`src/rtl/keypad_entry_scanner_pkg.sv`:
```
// Shared definitions for the keypad entry path: key codes, entry FSM states
// and the physical row/column to key-code map.
package keypad_pkg;

    localparam logic [3:0] KEY_ENTER = 4'hA;
    localparam logic [3:0] KEY_BSP   = 4'hB;
    localparam logic [3:0] KEY_CLR   = 4'hC;

    typedef enum logic [1:0] {
        ST_IDLE = 2'd0,
        ST_CONV = 2'd1,
        ST_DONE = 2'd2
    } entry_state_t;

    // Row 3 carries the '*' and '#' keys, reported as E and F.
    function automatic logic [3:0] key_map(input logic [1:0] row, input logic [1:0] col);
        logic [3:0] code;
        code = 4'h0;
        case ({row, col})
            4'h0: code = 4'h1;
            4'h1: code = 4'h2;
            4'h2: code = 4'h3;
            4'h3: code = 4'hA;
            4'h4: code = 4'h4;
            4'h5: code = 4'h5;
            4'h6: code = 4'h6;
            4'h7: code = 4'hB;
            4'h8: code = 4'h7;
            4'h9: code = 4'h8;
            4'hA: code = 4'h9;
            4'hB: code = 4'hC;
            4'hC: code = 4'hE;
            4'hD: code = 4'h0;
            4'hE: code = 4'hF;
            4'hF: code = 4'hD;
        endcase
        return code;
    endfunction

endpackage

```
`src/rtl/keypad_entry_scanner_bcd4_to_bin.sv`:
```
// Four-digit BCD to binary converter, one digit per cycle, most significant
// digit first. The result register holds until the next conversion finishes.
module bcd4_to_bin
    import keypad_pkg::*;
(
    input  logic        clk,
    input  logic        rst_n,
    input  logic        start,
    input  logic [15:0] bcd,
    output logic [13:0] result,
    output logic        done
);

    logic [13:0] acc;
    logic [1:0]  idx;
    logic        busy;
    logic [3:0]  digit;
    logic [13:0] acc_next;

    // Select the digit for this step and form acc*10 + digit with shifts.
    always_comb begin
        digit = 4'h0;
        case (idx)
            2'd3: digit = bcd[15:12];
            2'd2: digit = bcd[11:8];
            2'd1: digit = bcd[7:4];
            2'd0: digit = bcd[3:0];
        endcase
        acc_next = (acc << 3) + (acc << 1) + {10'd0, digit};
    end

    // Step through d3..d0; publish the result and pulse done on the last step.
    always_ff @(posedge clk or negedge rst_n) begin
        if (!rst_n) begin
            acc    <= '0;
            idx    <= '0;
            busy   <= 1'b0;
            result <= '0;
            done   <= 1'b0;
        end else begin
            done <= 1'b0;
            if (busy) begin
                acc <= acc_next;
                if (idx == 2'd0) begin
                    busy   <= 1'b0;
                    result <= acc_next;
                    done   <= 1'b1;
                end else begin
                    idx <= idx - 2'd1;
                end
            end else if (start) begin
                acc  <= '0;
                idx  <= 2'd3;
                busy <= 1'b1;
            end
        end
    end

endmodule

```
`src/rtl/keypad_entry_scanner.sv`:
```
// 4x4 keypad scanner with debounce and four-digit decimal entry.
// Enter converts the entered digits to binary through bcd4_to_bin.
//
// state   | meaning
// IDLE    | accepting digits and edit keys
// CONV    | converter stepping through d3..d0 (4 cycles), keys dropped
// DONE    | result published, entry cleared, keys dropped
module keypad_entry_scanner
    import keypad_pkg::*;
#(
    parameter int SCAN_DIV       = 65536,
    parameter int DEBOUNCE_SCANS = 4
) (
    input  logic        clk,
    input  logic        rst_n,
    input  logic [3:0]  row_in,
    output logic [3:0]  col_out,
    output logic [3:0]  key_code,
    output logic        key_strobe,
    output logic [15:0] bcd,
    output logic [15:0] num,
    output logic        num_valid
);

    localparam int DIV_W = $clog2(SCAN_DIV);
    localparam int DB_W  = $clog2(DEBOUNCE_SCANS + 1);
    localparam logic [DIV_W-1:0] DIV_LAST = DIV_W'(SCAN_DIV - 1);
    localparam logic [DB_W-1:0]  DB_TARGET = DB_W'(DEBOUNCE_SCANS);

    logic [3:0]       row_meta, row_sync;
    logic [DIV_W-1:0] div_cnt;
    logic [1:0]       col_idx;
    logic             scan_hit, scan_multi;
    logic [3:0]       scan_code;

    logic             dwell_end, scan_done;
    logic [3:0]       rows_low;
    logic             col_none, col_single;
    logic [1:0]       row_idx;
    logic [3:0]       col_code;
    logic             hit_nx, multi_nx;
    logic [3:0]       code_nx;
    logic             res_single;

    logic             pressed;
    logic [DB_W-1:0]  db_cnt;
    logic [DB_W-1:0]  db_plus;
    logic [3:0]       cand_code;

    entry_state_t     state;
    logic [2:0]       count;
    logic [1:0]       conv_left;
    logic             conv_start;
    logic [13:0]      conv_result;
    logic             conv_done;

    // Decode this column's rows and fold them into the running scan result.
    always_comb begin
        dwell_end  = (div_cnt == DIV_LAST);
        scan_done  = dwell_end && (col_idx == 2'd3);
        rows_low   = ~row_sync;
        col_none   = (rows_low == 4'h0);
        col_single = !col_none && ((rows_low & (rows_low - 4'd1)) == 4'h0);
        row_idx    = 2'd3;
        casez (rows_low)
            4'b???1: row_idx = 2'd0;
            4'b??10: row_idx = 2'd1;
            4'b?100: row_idx = 2'd2;
            default: row_idx = 2'd3;
        endcase
        col_code   = key_map(row_idx, col_idx);
        hit_nx     = scan_hit || !col_none;
        multi_nx   = scan_multi || (!col_none && (!col_single || scan_hit));
        code_nx    = (!scan_hit && col_single) ? col_code : scan_code;
        res_single = hit_nx && !multi_nx;
        db_plus    = db_cnt + DB_W'(1);
    end

    // Two-flop synchronizer for the asynchronous row lines.
    always_ff @(posedge clk or negedge rst_n) begin
        if (!rst_n) begin
            row_meta <= 4'hF;
            row_sync <= 4'hF;
        end else begin
            row_meta <= row_in;
            row_sync <= row_meta;
        end
    end

    // Column dwell timer, column drive, and per-scan accumulation.
    always_ff @(posedge clk or negedge rst_n) begin
        if (!rst_n) begin
            div_cnt    <= '0;
            col_idx    <= 2'd0;
            col_out    <= 4'b1110;
            scan_hit   <= 1'b0;
            scan_multi <= 1'b0;
            scan_code  <= 4'h0;
        end else if (dwell_end) begin
            div_cnt <= '0;
            col_idx <= col_idx + 2'd1;
            col_out <= {col_out[2:0], col_out[3]};
            if (scan_done) begin
                scan_hit   <= 1'b0;
                scan_multi <= 1'b0;
                scan_code  <= 4'h0;
            end else begin
                scan_hit   <= hit_nx;
                scan_multi <= multi_nx;
                scan_code  <= code_nx;
            end
        end else begin
            div_cnt <= div_cnt + DIV_W'(1);
        end
    end

    // Debounce: accept a stable single key while released, then wait for
    // a stable run of empty scans before re-arming. db_cnt==0 means no candidate.
    always_ff @(posedge clk or negedge rst_n) begin
        if (!rst_n) begin
            pressed    <= 1'b0;
            db_cnt     <= '0;
            cand_code  <= 4'h0;
            key_code   <= 4'h0;
            key_strobe <= 1'b0;
        end else begin
            key_strobe <= 1'b0;
            if (scan_done) begin
                if (!pressed) begin
                    if (res_single) begin
                        cand_code <= code_nx;
                        if (db_cnt != '0 && code_nx == cand_code) begin
                            if (db_plus == DB_TARGET) begin
                                pressed    <= 1'b1;
                                db_cnt     <= '0;
                                key_code   <= code_nx;
                                key_strobe <= 1'b1;
                            end else begin
                                db_cnt <= db_plus;
                            end
                        end else if (DB_TARGET == DB_W'(1)) begin
                            pressed    <= 1'b1;
                            db_cnt     <= '0;
                            key_code   <= code_nx;
                            key_strobe <= 1'b1;
                        end else begin
                            db_cnt <= DB_W'(1);
                        end
                    end else begin
                        db_cnt <= '0;
                    end
                end else begin
                    if (!res_single) begin
                        if (db_plus == DB_TARGET) begin
                            pressed <= 1'b0;
                            db_cnt  <= '0;
                        end else begin
                            db_cnt <= db_plus;
                        end
                    end else begin
                        db_cnt <= '0;
                    end
                end
            end
        end
    end

    assign conv_start = key_strobe && (state == ST_IDLE) && (key_code == KEY_ENTER);

    // Entry FSM: digit shifting and editing in IDLE, conversion sequencing after Enter.
    always_ff @(posedge clk or negedge rst_n) begin
        if (!rst_n) begin
            state     <= ST_IDLE;
            bcd       <= 16'h0000;
            count     <= 3'd0;
            conv_left <= 2'd0;
        end else begin
            case (state)
                ST_IDLE: begin
                    if (key_strobe) begin
                        if (key_code <= 4'd9) begin
                            if (count != 3'd4) begin
                                bcd   <= {bcd[11:0], key_code};
                                count <= count + 3'd1;
                            end
                        end else if (key_code == KEY_BSP) begin
                            if (count != 3'd0) begin
                                bcd   <= {4'h0, bcd[15:4]};
                                count <= count - 3'd1;
                            end
                        end else if (key_code == KEY_CLR) begin
                            bcd   <= 16'h0000;
                            count <= 3'd0;
                        end else if (key_code == KEY_ENTER) begin
                            state     <= ST_CONV;
                            conv_left <= 2'd3;
                        end
                    end
                end
                ST_CONV: begin
                    if (conv_left == 2'd0) begin
                        state <= ST_DONE;
                    end else begin
                        conv_left <= conv_left - 2'd1;
                    end
                end
                ST_DONE: begin
                    bcd   <= 16'h0000;
                    count <= 3'd0;
                    state <= ST_IDLE;
                end
                default: state <= ST_IDLE;
            endcase
        end
    end

    bcd4_to_bin u_conv (
        .clk    (clk),
        .rst_n  (rst_n),
        .start  (conv_start),
        .bcd    (bcd),
        .result (conv_result),
        .done   (conv_done)
    );

    assign num       = {2'b00, conv_result};
    assign num_valid = conv_done;

endmodule

```
`config.mk`:
```
export PLATFORM = sky130hd
export DESIGN_NAME = keypad_entry_scanner
export DESIGN_NICKNAME = d
export VERILOG_FILES = /design/src/rtl/keypad_entry_scanner_pkg.sv /design/src/rtl/keypad_entry_scanner_bcd4_to_bin.sv /design/src/rtl/keypad_entry_scanner.sv
export SDC_FILE = /design/constraint.sdc
export NUM_CORES = 1
export LEC_CHECK = 0
export CAP_MARGIN = 25
export CORE_UTILIZATION = 45
export DETAILED_ROUTE_END_ITERATION = 6
export PLACE_DENSITY = 0.62
export SYNTH_ARGS = -nofsm -noshare
export SYNTH_HDL_FRONTEND = slang
export SYNTH_SLANG_ARGS = --single-unit
```
`constraint.sdc`:
```
create_clock -name clk -period 5.35 [get_ports clk]
set_input_delay 1.07 -clock clk [delete_from_list [all_inputs] [get_ports clk]]
set_output_delay 1.07 -clock clk [all_outputs]
set_load 0.02 [all_outputs]
```
==> impl_metrics.json <==
{
  "initialDrtViolationCount": 256,
  "power.leakage_uw": 0.00297,
  "timing.slew.headroom": 0.361,
  "reg2reg_to": "u_conv.result[10]",
  "ys_top_cells_by_count": "92 x sky130_fd_sc_hd__dfrtp_1, 62 x sky130_fd_sc_hd__nand2_1, 39 x sky130_fd_sc_hd__ha_1",
  "worstPathBufferInverterCount": 2,
  "crit_family": "adder cells",
  "grt_max_degree": 55,
  "power.share.sequential": 0.533,
  "worst_setup_hold_path_clk_slew_ns": 0.07,
  "grt.overflow.total": 0,
  "min_path_cells": 0,
  "yosysTopAreaCellShare": 0.411,
  "yosys.area.top_type": "sky130_fd_sc_hd__dfrtp_1",
  "comb_power_share": 0.028,
  "place_inst": 747,
  "worst_slew_pin_slew_ns": 0.955,
  "ff2ff_setup_slack_ns": 1.77,
  "post_cts_hold_buffer_count": 0,
  "clock_latency_ns": 0.35,
  "route.final.wire_length_um": 11300,
  "avg_synthesized_cell_area_um2": 10.2,
  "power-per-cell-area_nw_per_um2": 228,
  "synthesis.yosys.warnings": 0,
  "layout_min_cycle_time_ns": 3.58,
  "worst_path_largest_cell_delay_ns": 0.53,
  "clock_sinks": 103,
  "cp_max_fo": 5,
  "vias": 4125,
  "timing.hold.worst.start": "row_meta[0]",
  "clk_root_buffer_cell": "sky130_fd_sc_hd__clkbuf_16",
  "most_used_dff_post_synth": "sky130_fd_sc_hd__dfrtp_1",
  "ctsResizeCount": 0,
  "p_clk_frac": 0.439,
  "share_of_the_cycle_needed_by_the_critical_path_after_routing": 0.669,
  "fin_nets": 637,
  "synth-edff-count": 0,
  "n_antenna_cell": 0,
  "switching_share": 0.218,
  "final_cell_count_no_fill": 763,
  "skew_final_ns": 0.00805,
  "worstRegToRegCells": 14,
  "numCtsBuffers": 9,
  "detail_route.wl_per_cell_um": 14.9,
  "yosys.cell_types.count": 63,
  "post-synth-top-count-cell": "sky130_fd_sc_hd__dfrtp_1",
  "worstPathRequired_ns": 5.59,
  "vdd_drop_max_mv": 0.167,
  "gr-usage-all-layers": 0.189,
  "ys_seq_elements": 103,
  "synthCells": 550,
  "timing.rr.start": "u_conv.idx[0]",
  "placeableCoreArea_um2": 12100,
  "internal_power_uw": 1160,
  "critical_path_class": "reg -> reg",
  "max-cap-violations": 0,
  "cts_tree": "built",
  "worstSetupStartpointType": "flop",
  "final_layout_size_suffix_gt1_frac": 0.109,
  "cts_buffer_depth": 2,
  "floorplan.die_area_um2": 12900,
  "grt_first_pass_wirelength_um": 19300,
  "io_pins": 48,
  "dpl.hpwl_um": 8030,
  "synthTopCellsByArea": "sky130_fd_sc_hd__dfrtp_1 41%, sky130_fd_sc_hd__ha_1 8.7%, sky130_fd_sc_hd__dfstp_2 5.2%",
  "maxSlewViolCount": 0,
  "firstDrtPassIters": 4,
  "die_h_um": 114,
  "path_cells": "inv_1 > ha_1 > a222oi_1 > mux2i_1 > fa_1 > inv_1 > fa_1 > nor2b_1 > o21ai_0 > a21oi_1 > o21bai_1 > nor2b_1 > xnor2_1 > mux2_2",
  "drc": 0,
  "first_global_vias": 4102,
  "starting_density": 0.465,
  "setup-violations-final": 0,
  "hold_path_end": "row_sync[0]",
  "grt_antenna_before_repair": 0,
  "synth_seq_area_share": 0.462,
  "cts_max_level": 3,
  "worst_setup_path_end_kind": "flop",
  "routabilityCongestion": 0.860,
  "area_growth_syn_to_layout_pct": 15.6,
  "hold_violations": 0,
  "async_reset_ff_frac": 1.00,
  "totalNegativeSetupSlack_ns": 0,
  "critPathArrivalTime_ns": 3.82,
  "post_cts.repair.setup_buffers": 0,
  "cp_slowest_cell": "sky130_fd_sc_hd__fa_1",
  "fin_total_pwr_uw": 1480,
  "layout.filler_cells": 1082,
  "detailed_route_vias_per_instance": 5.41,
  "detail-route-antenna-nets": 0,
  "placement.io_buffers": 45,
  "outcome": "completed",
  "switchingPower_uw": 323,
  "post_synth_instance_area_um2": 5610,
  "die_width_um": 114,
  "fmaxAchievable_mhz": 280,
  "floorplan.rows": 40,
  "timing.hold.worst.class": "reg -> reg",
  "rsz0062_at_grt": "false"
}
-- layout make-up --
| class | count | area [um2] | area share |
|---|---|---|---|
| inverter | 38 | 143 | 0.0220 |
| clock inverter | 7 | 63.8 | 0.00985 |
| clock buffer | 9 | 225 | 0.0347 |
| multi-input combinational | 389 | 2770 | 0.427 |
| sequential | 103 | 2590 | 0.400 |
| tap | 168 | 210 | 0.0324 |
| timing repair buffer | 49 | 478 | 0.0737 |
-- layer usage --
metal	GRT usage	part of all wire	routed length [um]
met1	0.235	0.46	5170
met2	0.322	0.50	5650
met3	0.0515	0.034	386
met4	0.0526	0.011	120
met5	0	0	0
-- cell usage in the layout, fill, tap and decap left out, types with 5 or more instances in the layout --
master                            netlist  layout
sky130_fd_sc_hd__nand2_1               62      62
sky130_fd_sc_hd__dfrtp_1               92      92
sky130_fd_sc_hd__inv_1                 38      38
sky130_fd_sc_hd__mux2_2                13      13
sky130_fd_sc_hd__buf_4                  3       5
sky130_fd_sc_hd__ha_1                  39      39
sky130_fd_sc_hd__o21a_1                 5       5
sky130_fd_sc_hd__nand3_1               13      13
sky130_fd_sc_hd__clkinv_2               0       5
sky130_fd_sc_hd__dfstp_2               11      11
sky130_fd_sc_hd__clkbuf_16              0       9
sky130_fd_sc_hd__o21ai_0               33      33
sky130_fd_sc_hd__a22oi_1               11      11
sky130_fd_sc_hd__a22o_1                17      17
sky130_fd_sc_hd__xnor2_1               17      17
sky130_fd_sc_hd__nor2b_1                6       6
sky130_fd_sc_hd__mux2i_1               12      12
sky130_fd_sc_hd__clkdlybuf4s50_1        0      44
sky130_fd_sc_hd__xor2_1                11      11
sky130_fd_sc_hd__nor4_1                 6       6
sky130_fd_sc_hd__a21oi_1               25      25
sky130_fd_sc_hd__nor2_1                38      38
-- cell families after synthesis --
family,synth area share
mux,0.0582
simple gates,0.142
fa+ha+maj,0.0942
flops,0.462
compound gates,0.154
buf+inv,0.0455
xor+xnor,0.0437
other cells,0.000669
-- worst register-to-register path, delay by kind of cell, from the launching register on --
| kind | cells | cell delay, ns |
|---|---|---|
| buffers and inverters | 2 | 0.15 |
| DFF | 1 | 0.41 |
| AOI/OAI and AO/OA | 4 | 0.85 |
| and+or+nand+nor | 2 | 0.29 |
| muxes | 2 | 0.41 |
| xor gates and xnor gates | 1 | 0.13 |
| adders and majority gates | 3 | 1.23 |
-- worst max-delay path by stage --
stage,from,end,slack (ns),depth (start not counted)
CTS,u_conv.idx[0],u_conv.result[10],1.79,14
finish,u_conv.idx[0],u_conv.result[10],1.77,14
global route,u_conv.idx[0],u_conv.acc[12],1.54,14
floorplan,u_conv.idx[0],u_conv.result[10],2.12,14
global placement,u_conv.idx[0],u_conv.result[10],1.90,14
detailed placement,u_conv.idx[0],u_conv.result[10],1.79,14
-- per-stage QoR --
| step | cell area (um2) | worst slack, ns | hold WS, ns | util |
|---|---|---|---|---|
| global placement | 6180 | 1.90 | 0.346 | 0.513 |
| global route | 6480 | 1.54 | 0.354 | 0.537 |
| detailed placement | 6190 | 1.79 | 0.348 | 0.513 |
| floorplan | 5610 | 2.12 | 0.345 | - |
| CTS | 6480 | 1.79 | 0.353 | 0.537 |
| finish | 6480 | 1.77 | 0.353 | 0.537 |
-- sequential cells by signal (all words and copies together) (netlist names) --
register,flops
u_conv.idx,2
scan_multi,1
db_cnt,3
u_conv.busy,1
col_out,4
cand_code,4
col_idx,2
scan_code,4
row_sync,4
u_conv.acc,13
bcd,16
pressed,1
state,2
key_code,4
u_conv.done,1
div_cnt,16
count,3
scan_hit,1
key_strobe,1
row_meta,4
conv_left,2
u_conv.result,14
-- power by group through the flow --
stage	logic (uW)	clock network, uW	registers (uW)
6_report	41.4	650	788
5_1_grt	48.0	700	788
4_1_cts	42.8	673	788
3_5_place_dp	42.7	0	803
3_3_place_gp	41.8	0	803
2_1_floorplan	24.1	0	801
(Power assumes the default switching activity.)
